$ cat src/rtl/fp16_mul_arb_pkg.sv
// ---------------------------------------------------------------------------
// fp16_mul_arb_pkg
// Shared definitions for the FP16 multiplier arbiter: FSM state encoding,
// FP16 word width and the quiet-NaN pattern returned on a watchdog timeout.
// ---------------------------------------------------------------------------
package fp16_mul_arb_pkg;

  localparam int FP16_W = 16;
  localparam logic [FP16_W-1:0] FP16_QNAN = 16'h7E00;

  typedef enum logic [2:0] {
    IDLE,
    START,
    WAIT,
    CLEAR,
    RESP
  } state_t;

endpackage

$ cat src/rtl/fm_rr_arbiter.sv
// ---------------------------------------------------------------------------
// fm_rr_arbiter
// Combinational round-robin pick. The search starts at ptr and walks upward
// modulo NUM_REQ; the first requester found with req_valid high wins.
//
// Ports
//   req_valid  in   NUM_REQ  per-requester request
//   ptr        in   ID_W     highest-priority index for this pick
//   grant      out  NUM_REQ  one-hot winner (all zero when no request)
//   grant_id   out  ID_W     encoded winner index (0 when no request)
// ---------------------------------------------------------------------------
module fm_rr_arbiter #(
  parameter int NUM_REQ = 4,
  parameter int ID_W    = $clog2(NUM_REQ)
) (
  input  logic [NUM_REQ-1:0] req_valid,
  input  logic [ID_W-1:0]    ptr,
  output logic [NUM_REQ-1:0] grant,
  output logic [ID_W-1:0]    grant_id
);

  logic            found;
  logic [ID_W-1:0] idx;

  always_comb begin
    // NOTE: every variable gets a default before the loop so that no path
    // leaves it unassigned; otherwise synthesis would infer a latch.
    grant    = '0;
    grant_id = '0;
    found    = 1'b0;
    idx      = '0;
    for (int k = 0; k < NUM_REQ; k++) begin
      idx = ID_W'((int'(ptr) + k) % NUM_REQ);
      if (!found && req_valid[idx]) begin
        grant[idx] = 1'b1;
        grant_id   = idx;
        found      = 1'b1;
      end
    end
  end

endmodule

$ cat src/rtl/fp16_mul_arbiter.sv
// ---------------------------------------------------------------------------
// fp16_mul_arbiter
// Shares one fp16_multiplier between NUM_REQ requesters. A round-robin grant
// latches the winner's operands, pulses mul_start, waits for mul_valid,
// pulses mul_clear and returns the product tagged with the winner's index on
// a valid/ready response channel. One operation is in flight at a time.
// The multiplier itself is held in reset (reset_b = ~reset) by the level
// that instantiates both blocks.
//
// Optional feature: define FM_ARB_TIMEOUT_EN to add a WAIT watchdog that
// returns qNaN with rsp_err=1 after TIMEOUT_CYCLES cycles without mul_valid.
//
// Ports
//   clk, reset             single clock, synchronous active-high reset
//   req_valid/req_ready    per-requester request / one-hot accept (IDLE only)
//   req_a, req_b           packed FP16 operands, requester i at [16i+15:16i]
//   rsp_valid/rsp_ready    response handshake
//   rsp_id, rsp_data       owner index and FP16 product
//   rsp_err                watchdog timeout flag (0 without FM_ARB_TIMEOUT_EN)
//   mul_a, mul_b           registered operands to the multiplier
//   mul_start, mul_clear   one-cycle pulses to the multiplier
//   mul_valid, mul_result  multiplier completion and product
//   busy                   high whenever the FSM is not in IDLE
// ---------------------------------------------------------------------------
module fp16_mul_arbiter
  import fp16_mul_arb_pkg::*;
#(
  parameter int NUM_REQ        = 4,
  parameter int TIMEOUT_CYCLES = 64
) (
  input  logic                         clk,
  input  logic                         reset,
  input  logic [NUM_REQ-1:0]           req_valid,
  output logic [NUM_REQ-1:0]           req_ready,
  input  logic [FP16_W*NUM_REQ-1:0]    req_a,
  input  logic [FP16_W*NUM_REQ-1:0]    req_b,
  output logic                         rsp_valid,
  input  logic                         rsp_ready,
  output logic [$clog2(NUM_REQ)-1:0]   rsp_id,
  output logic [FP16_W-1:0]            rsp_data,
  output logic                         rsp_err,
  output logic [FP16_W-1:0]            mul_a,
  output logic [FP16_W-1:0]            mul_b,
  output logic                         mul_start,
  output logic                         mul_clear,
  input  logic                         mul_valid,
  input  logic [FP16_W-1:0]            mul_result,
  output logic                         busy
);

  localparam int ID_W = $clog2(NUM_REQ);

  state_t              state;
  logic [ID_W-1:0]     ptr;
  logic [NUM_REQ-1:0]  grant;
  logic [ID_W-1:0]     grant_id;
  logic [FP16_W-1:0]   a_arr [NUM_REQ];
  logic [FP16_W-1:0]   b_arr [NUM_REQ];

  fm_rr_arbiter #(
    .NUM_REQ (NUM_REQ),
    .ID_W    (ID_W)
  ) u_rr (
    .req_valid (req_valid),
    .ptr       (ptr),
    .grant     (grant),
    .grant_id  (grant_id)
  );

  // Operand lanes unpacked so the winner can be selected by index.
  always_comb begin
    for (int i = 0; i < NUM_REQ; i++) begin
      a_arr[i] = req_a[i*FP16_W +: FP16_W];
      b_arr[i] = req_b[i*FP16_W +: FP16_W];
    end
  end

  // Accept is only offered in IDLE; masking with reset keeps the port quiet
  // while the block is being reset even if requesters are still asserting.
  assign req_ready = (state == IDLE && !reset) ? grant : '0;

`ifdef FM_ARB_TIMEOUT_EN
  localparam int TMO_W = (TIMEOUT_CYCLES > 1) ? $clog2(TIMEOUT_CYCLES) : 1;
  logic [TMO_W-1:0] tmo_cnt;
`else
  assign rsp_err = 1'b0;
`endif

  // Single FSM block; mul_start, mul_clear, rsp_valid and busy are registered
  // together with the state so each is high for exactly the matching state.
  always_ff @(posedge clk) begin
    // NOTE: all state here uses non-blocking assignment so every register
    // samples the pre-edge values, independent of statement order.
    if (reset) begin
      state     <= IDLE;
      ptr       <= '0;
      mul_a     <= '0;
      mul_b     <= '0;
      rsp_id    <= '0;
      rsp_data  <= '0;
      rsp_valid <= 1'b0;
      mul_start <= 1'b0;
      mul_clear <= 1'b0;
      busy      <= 1'b0;
`ifdef FM_ARB_TIMEOUT_EN
      rsp_err   <= 1'b0;
      tmo_cnt   <= '0;
`endif
    end else begin
      mul_start <= 1'b0;
      mul_clear <= 1'b0;
      unique case (state)
        IDLE: begin
          if (|req_valid) begin
            mul_a     <= a_arr[grant_id];
            mul_b     <= b_arr[grant_id];
            rsp_id    <= grant_id;
            mul_start <= 1'b1;
            busy      <= 1'b1;
            state     <= START;
          end
        end
        START: begin
          // A stale mul_valid here is deliberately ignored.
`ifdef FM_ARB_TIMEOUT_EN
          tmo_cnt <= '0;
`endif
          state <= WAIT;
        end
        WAIT: begin
          if (mul_valid) begin
            rsp_data  <= mul_result;
            mul_clear <= 1'b1;
            state     <= CLEAR;
          end
`ifdef FM_ARB_TIMEOUT_EN
          else if (tmo_cnt == TMO_W'(TIMEOUT_CYCLES - 1)) begin
            rsp_data  <= FP16_QNAN;
            rsp_err   <= 1'b1;
            mul_clear <= 1'b1;
            state     <= CLEAR;
          end else begin
            tmo_cnt <= tmo_cnt + 1'b1;
          end
`endif
        end
        CLEAR: begin
          rsp_valid <= 1'b1;
          state     <= RESP;
        end
        RESP: begin
          if (rsp_ready) begin
            rsp_valid <= 1'b0;
            busy      <= 1'b0;
            ptr       <= (rsp_id == ID_W'(NUM_REQ - 1)) ? '0 : rsp_id + 1'b1;
`ifdef FM_ARB_TIMEOUT_EN
            rsp_err   <= 1'b0;
`endif
            state     <= IDLE;
          end
        end
        default: state <= IDLE;
      endcase
    end
  end

endmodule

$ cat config.mk
export PLATFORM = sky130hd
export DESIGN_NAME = fp16_mul_arbiter
export DESIGN_NICKNAME = d
export VERILOG_FILES = /design/src/rtl/fp16_mul_arb_pkg.sv /design/src/rtl/fm_rr_arbiter.sv /design/src/rtl/fp16_mul_arbiter.sv
export SDC_FILE = /design/constraint.sdc
export NUM_CORES = 1
export LEC_CHECK = 0
export BUFFER_PORTS_ARGS = -buffer_cell sky130_fd_sc_hd__buf_2
export CELL_PAD_IN_SITES_DETAIL_PLACEMENT = 2
export CELL_PAD_IN_SITES_GLOBAL_PLACEMENT = 2
export CORE_MARGIN = 3
export CORE_UTILIZATION = 26
export CTS_CLUSTER_DIAMETER = 200
export DETAILED_ROUTE_END_ITERATION = 16
export HOLD_SLACK_MARGIN = 0.15
export MAX_ROUTING_LAYER = met4
export PLACE_DENSITY = 0.91
export SLEW_MARGIN = 20
export SYNTH_ARGS = -nofsm -noshare
export SYNTH_HDL_FRONTEND = slang
export SYNTH_SLANG_ARGS = --single-unit
$ cat constraint.sdc
create_clock -name clk -period 7.9 [get_ports clk]
set_input_delay 0.395 -clock clk [delete_from_list [all_inputs] [get_ports clk]]
set_output_delay 0.395 -clock clk [all_outputs]
set_load 0.02 [all_outputs]
[Yosys cells after proc, flatten, opt, wreduce, memory -nomap -nowiden]
Index checks and enable logic that the tools add are counted.
Operators by class
  add/sub/neg operators: 4
  magnitude comparators: 9
  equality and inequality tests: 8
  muxes and demuxes: 45
  bitwise logic cells: 6
  reduce and logical (&&, ||, !) cells: 24
Operators with widths (count)
  $bmux W16 S2: 2
  $mux W16: 4
  $mux W4: 5
  $mux W1: 15
  $pmux W3 S5: 1
  $lt A2 B3 Y1 const B: 4
  $or A4 B4 Y4: 3
  $mux W2: 5
  $mux W3: 3
  $bmux W1 S2: 4
  $demux W1 S2: 4
  $ge A2 B1 Y1 const B: 4
  $logic_and A1 B1 Y1: 8
  $reduce_and A2 Y1: 4
  $eq A3 B2 Y1 const B: 2
  $reduce_and A3 Y1: 2
  $add A2 B1 Y2 const B: 2
  $add A2 B2 Y2 const B: 2
  $logic_not A1 Y1: 4
  $ne A2 B2 Y1 const B: 2
  $pmux W1 S2: 2
  $reduce_bool A2 Y1: 2
  $reduce_or A2 Y1: 2
  $reduce_or A4 Y1: 1
  other kinds (8): 9
Word-level totals
  bits in registers: 59
  bits of input ports: 152
  output and inout port bits: 59

[Logic depth before layout (Yosys ltp)]
Gate-level depths: netlist (run 1).
  depth in word-level cells: 16
  depth in mapped cells: 13
  mapped depth without buffers: 8

[Cells and area by module]
A second synthesis (run 1) with hierarchy kept.
Second synthesis, totals
  cell total of the unflattened synthesis: 379
  area total of the unflattened synthesis: 3901.2 um^2
Modules (own cells, without submodules)
  fp16_mul_arbiter: instances 1, cells an instance 314, area an instance 3412.0 um^2, sequential area each 1181.1 um^2
  fm_rr_arbiter: instances 1, cells an instance 65, area an instance 489.2 um^2, sequential area each 0.0 um^2

[Worst setup path before layout (run 1)]
No wires, ideal clock.
  kind: reg2out
  start: register ptr[1]
  end: output port req_ready[0]
  arrival: 2.826 ns
  data required time: 7.505 ns
  path slack: 4.679 ns
  cell stages (with the launch flop): 9
  buffers on the path: 2
  cells stage by stage: dfxtp_1 clkbuf_1 inv_1 ha_1 buf_2 mux4_2 nor4b_1 nand2_1 a21oi_1
Between the ends
  cells in the longest elaborated chain, start to end: 13
Ends and longest elaborated chain
  from (decl): RTL line fp16_mul_arbiter.sv:54  | logic [ID_W-1:0] ptr;
  from (signal assigned): RTL line fp16_mul_arbiter.sv:155  | ptr <= (rsp_id == ID_W'(NUM_REQ - 1)) ? '0 : rsp_id + 1'b1;
  parallel branches: the longest is 11 deep, another holds $lt A2 B3 Y1
  $mux W4 *: RTL line fm_rr_arbiter.sv:34  | if (!found && req_valid[idx]) begin
  $mux W4 *: RTL line fp16_mul_arbiter.sv:80  | assign req_ready = (state == IDLE && !reset) ? grant : '0;
  to (decl): RTL line fp16_mul_arbiter.sv:34  | output logic [NUM_REQ-1:0] req_ready,
Mark *: on every way between the ends. The select of a mux whose other input is x is not followed.

[Final worst setup path (run 1)]
  start: register ptr[0]
  end: output port req_ready[2]
The elaborated chain is that of the path after synthesis.

==> out/results.tsv, run 1 <==
metric	value	unit
status	complete, no violations	
synth-simple-area-share	17.4	%
fin_skew	0.00334	ns
cp.arrival	3.89	ns
power	1.36	mW
io_buffers	209	
crit_required	7.51	ns
clk_latency	0.33	ns
die_x	128	µm
hold_buffers	0	
start_util	27.3	%
ys_seq_area_share	30.5	%
die_area	0.0164	mm²
yosys_warnings	0	
synth_xor_area_share	0.226	%
grt_start_max_net_pins	37	
clock_sinks	59	
slew_violations	0	
rows	43	
rrSetupSlack	3.77	ns
drv_cap	0	
cts_made_buffers	9	
synth-compound-area-share	24.1	%
die_y	128	µm
drcViolationCount	0	
grt.overflow.total	0	
drt-total-wl	17800	µm
tightestPinTransition	1.01	ns
power.leakage	2.23	nW
area_delta_synth_final	36.3	%
muxShareOfSynthArea	17.7	%
io_pins	211	
finalHoldViolCount	0	
grt_pass1_wl	27200	µm
timing.final.crit_share	54.3	%
cts_root_buffer	clkbuf_16	
post_cts_buffers	0	
min_path_type	input port to flip-flop	
coreArea	0.0142	mm²
cts_tree	yes	
max_freq	233	MHz
cts_resized	0	
via_per_inst	5.41	
irDropWorstVdd	0.000125	V
cts_max_level	3	
synth_top_family_by_area	compound AO/OA/AOI/OAI gates	
ys_seq_elements	59	
setup_violations	0	
synth.avg_cell_area	8.14	µm²
dr_total_vias	4557	
fillers	1691	
power_density	257	mW/mm²
layout_min_cycle_time	4.29	ns
first_pass_iters	4	
yosysMostFrequentCell	nand2_1	
gp_congestion	0.872	
synth_nets	636	
synth_top_area_share	30.5	%
synth_largest_area_cell	dfxtp_1	
hpwl	12800	µm
ys_types	52	
max_slew_margin	32.3	%
netlist_area	0.00387	mm²
post_drt_wl_per_cell	21.1	µm
antenna_found_initial	4	
rsz0062_at_grt	no	
antenna_left	0	
end_kind	output pin	
grt_pass1_vias	5045	
ys.flop_type	dfxtp_1	
synthAdderAreaFrac	2.58	%
critPathMaxFanout	36	
clkTransAtPathRegs	0.06	ns
critical_path_class	flip-flop to output pin	
drt_iter0_drc	156	
async_flop_share	0	%
yosys-top-cells-area	dfxtp_1 31%, mux2_2 7.9%, mux2i_1 7.2%	
synth-edff-count	0	
syn_inst	476	
ctsLongestPathBuffers	2	
start_kind	flip-flop	
final_nets	814	
synthTopCellsByCount	68 x nand2_1, 59 x dfxtp_1, 53 x a21oi_1, 31 x o21ai_0, 28 x mux2i_1	
grt_use_total	21.7	%
finalSetupTns	0	ns
layout-drive-gt1-share	41.1	%
-- cells by family (layout without fill, tap and decap cells) --
family                     Yosys count  after routing
buffers and inverters               54            237
other                                1              5
DFF                                 59             59
AOI/OAI and AO/OA                  146            146
muxes                               60             60
and+or+nand+nor                    147            147
xor gates and xnor gates             1              1
adders and majority gates            8              8
-- sequential cells by signal (all words and copies together) (netlist names) --
| name | count |
|---|---|
| rsp_id | 2 |
| mul_b | 16 |
| mul_a | 16 |
| ptr | 2 |
| mul_start | 1 |
| busy | 1 |
| rsp_valid | 1 |
| state | 3 |
| mul_clear | 1 |
| rsp_data | 16 |
-- per-layer routing --
layer / global-route usage (%) / share of wire (%)
met1: 23.5 / 40
met2: 37.5 / 51
met3: 6.08 / 6.6
met4: 8.55 / 2.4
met5: - / 0
-- path summary, 6_finish.rpt --
kind / startpoint / end / cells past startpoint
worst max-delay path: ptr[0] / req_ready[2] / 8
worst min-delay path: mul_result[2] / rsp_data[2] / 3
worst max register to register: ptr[0] / mul_b[13] / 8
worst min register to register: rsp_data[2] / rsp_data[2] / 2
-- cell usage in the layout (no fill, tap or decap), drive strengths merged, types with 8 or more instances in the layout --
| cell type | synthesis | layout |
|---|---|---|
| mux2i | 28 | 28 |
| dfxtp | 59 | 59 |
| nand2 | 68 | 68 |
| nor3 | 28 | 28 |
| ha | 8 | 8 |
| nor2 | 16 | 16 |
| a311oi | 26 | 26 |
| buf | 25 | 215 |
| nand3 | 17 | 17 |
| mux2 | 28 | 28 |
| a211oi | 13 | 13 |
| clkbuf | 23 | 11 |
| a21oi | 54 | 54 |
| o21ai | 35 | 35 |
-- metrics by stage --
stage | hold slack [ns] | setup WS [ns] | cells | cell area, µm² | util [%]
6_report | 0.295 | 3.61 | 843 | 5280 | 37.2
5_1_grt | 0.293 | 3.35 | 843 | 5280 | 37.2
4_1_cts | 0.284 | 3.56 | 839 | 5260 | 37.1
3_5_place_dp | 0.450 | 3.79 | 823 | 4950 | 34.8
3_3_place_gp | 0.440 | 3.79 | 823 | 4940 | 34.8
2_1_floorplan | 0.531 | 4.68 | 476 | 3870 | -
-- power breakdown --
part	switching [mW]	leakage [nW]	internal [mW]
registers	0.0488	0.487	0.376
logic	0.329	1.60	0.187
clock network	0.153	0.144	0.262
-- worst max-delay path: stages, from the launching register on --
cell and delay (ns):
dfxtp_1 0.30, buf_4 0.43, inv_1 0.29, ha_1 0.64, mux4_2 0.68, nor4b_1 0.64
nand2_1 0.12, a21oi_1 0.23, buf_2 0.22
-- layout make-up --
type | instances | area [µm²] | area share (%)
multi-input combinational | 363 | 2430 | 46.1
sequential | 59 | 1180 | 22.4
timing repair buffer | 215 | 1090 | 20.7
clock buffer | 11 | 253 | 4.79
tap | 180 | 225 | 4.27
clock inverter | 5 | 61.3 | 1.16
inverter | 6 | 22.5 | 0.427
antenna | 4 | 10.0 | 0.190
Power figures use the tool's default switching activity.
==> inputs of run 2 (changes only) <==
CORE_UTILIZATION = 22   (was 26)
PLACE_DENSITY = 0.82   (was 0.91)
clock period = 3.9 ns   (was 7.9 ns; I/O delays follow)
==> run 2 against run 1 <==
  * Sequential cell count did not move
  * Global-route usage shrank 2.9 points
  * Critical path type is now flip-flop to flip-flop
  * Clock power grew 96%
  * Non-clock buffer count is 38 higher
  * Highest routed layer unchanged
  * Critical path depth increased by 1
  * Final cell count up 8.9%
  * Sequential share of layout area shrank 1.6 points
==> out/results.tsv, run 2 (same netlist as run 1, synthesis figures left out) <==
metric	value	unit	change
tightestPinTransition	0.991	ns	-0.0214 ns
grt_use_total	18.7	%	-2.9 points
slew_violations	0		unchanged
finalHoldViolCount	0		unchanged
setup_violations	0		unchanged
r2r_start	ptr[0]		
cp.depth	9		+1
via_per_inst	5.04		-6.7%
antenna_left	0		unchanged
cts_tree	yes		
cts_resized	0		unchanged
min_path_cells	3		unchanged
cts_made_buffers	9		unchanged
layout_common_cells	209 x buf_2, 68 x nand2_1, 59 x dfxtp_1, 53 x a21oi_1, 33 x dlygate4sd3_1		
start_kind	flip-flop		
grt_start_max_net_pins	37		unchanged
crit_start	ptr[0]		
start_util	22.9	%	-4.3 points
rrSetupSlack	0.32	ns	-3.45 ns
power	2.76	mW	+100%
fillers	1952		+15%
cts_root_buffer	clkbuf_16		
grt.overflow.total	0		unchanged
crit_required	4.11	ns	-3.40 ns
finalSetupTns	0	ns	unchanged
timing.final.crit_share	91.8	%	
coreArea	0.0169	mm²	+19%
slowest_stage	mux4_2		
path_delay_family	buffers and inverters		
post_drt_wl_per_cell	19.7	µm	-6.9%
cts_max_level	3		unchanged
path_buf_inv	3		unchanged
worstPathCellList	buf_4 > mux4_2 > a22o_1 > o21ai_4 > buf_4 > mux2_2 > nor3_1 > a311oi_1 > dlygate4sd3_1		
area_delta_synth_final	46.7	%	
endpoint	mul_b[15]		
power_density	486	mW/mm²	+89%
status	complete, no violations		
fin_hold_ws	0.161	ns	-0.134 ns
min_path_type	input port to flip-flop		
reg_top3	mul_a (16), mul_b (16), rsp_data (16)		
max_slew_margin	33.7	%	+1.4 points
gp_congestion	0.811		-6.9%
end_kind	flip-flop		
clkTransAtPathRegs	0.05	ns	about the same
layout_min_cycle_time	3.58	ns	
first_pass_iters	4		unchanged
hpwl	13100	µm	+1.9%
io_buffers	209		unchanged
final_core_util	33.7	%	-3.5 points
clk_latency	0.32	ns	about the same
antenna_found_initial	2		-2
drcViolationCount	0		unchanged
drt_iter0_drc	95		-39%
fin_skew	0.00766	ns	+0.00432 ns
io_pins	211		unchanged
irDropWorstVdd	0.000185	V	+47%
critical_path_class	flip-flop to flip-flop		
rsz0062_at_grt	no		
grt_pass1_vias	5333		+5.7%
ctsLongestPathBuffers	2		unchanged
slowest_delay	0.67	ns	about the same
post_cts_buffers	0		unchanged
drv_cap	0		unchanged
clock_sinks	59		unchanged
layout_commonest_cell	buf_2		
die_x	139	µm	+8.3%
r2r-end	mul_b[15]		
critPathMaxFanout	35		-2.8%
dr_total_vias	4631		+1.6%
drt-total-wl	18000	µm	+1.3%
grt_pass1_wl	28500	µm	+4.8%
cp.arrival	3.79	ns	-0.10 ns
power.leakage	2.39	nW	+7.2%
crit_top_cell	buf_4		
max_freq	279	MHz	
die_y	139	µm	+8.3%
reg2reg_depth	9		+1
layout-drive-gt1-share	39.2	%	-1.9 points
rows	47		+9.3%
die_area	0.0192	mm²	+17%
final_nets	852		+4.7%
run 2: cell types whose count changed in the layout (fill, tap and decap cells not counted), sizes merged:
cell	previous run	this run
inv	6	5
clkinv	1	2
dlygate4sd3	0	33
diode	4	2
clkinvlp	3	2
buf	215	220
run 2: report_power, final:
part / leakage [nW] / switching [mW] / internal (mW)
combinational: 1.76 / 0.674 / 0.408
clock: 0.144 / 0.288 / 0.525
sequential: 0.487 / 0.101 / 0.763
total: 2.39 / 1.06 / 1.70
run 2: layout make-up:
type | count | area (µm²) | share of cell area (%)
Timing Repair Buffer | 253 | 1470 | 25.9
Sequential cell | 59 | 1180 | 20.8
Tap cell | 220 | 275 | 4.85
Inverter | 6 | 22.5 | 0.396
Clock inverter | 4 | 50.0 | 0.881
Clock buffer | 11 | 253 | 4.45
Multi-Input combinational cell | 363 | 2420 | 42.6
Antenna cell | 2 | 5.00 | 0.0881
run 2: worst min path at each step:
| stage | from | to | slack (ns) |
|---|---|---|---|
| finish | req_a[53] | mul_a[5] | 0.16 |
| global route | req_b[56] | mul_b[8] | 0.15 |
| CTS | req_a[62] | mul_a[14] | 0.15 |
| detailed placement | mul_result[15] | rsp_data[15] | 0.44 |
| global placement | mul_result[11] | rsp_data[11] | 0.44 |
| floorplan | mul_result[0] | rsp_data[0] | 0.33 |
run 2: per-layer routing:
layer	routed length, µm	track usage, %	vias up	part of all wire, %
met2	9330	33.5	169	52
met1	7180	20.4	2237	40
li1	-	-	2193	-
met4	443	5.25	0	2.5
met5	0	-	-	0
met3	1100	5.24	32	6.1
run 2: tightest hold or removal path, cell delays in order:
cell      delay, ns
buf_2          0.09
nand2_1        0.06
a311oi_1       0.08
run 2: what timing repair did:
item	CTS	global route
endpoints found under the setup margin	0	0
hold buffers	31	2
endpoints found under the hold margin	30	2
run 2: per-stage QoR:
| step | instance area [µm²] | setup WS, ns | cells |
|---|---|---|---|
| 2_1_floorplan | 3870 | 0.879 | 476 |
| 3_3_place_gp | 5040 | 0.889 | 868 |
| 3_5_place_dp | 5040 | 0.799 | 868 |
| 4_1_cts | 5660 | 0.332 | 914 |
| 5_1_grt | 5680 | 0.0719 | 918 |
| 6_report | 5680 | 0.320 | 918 |
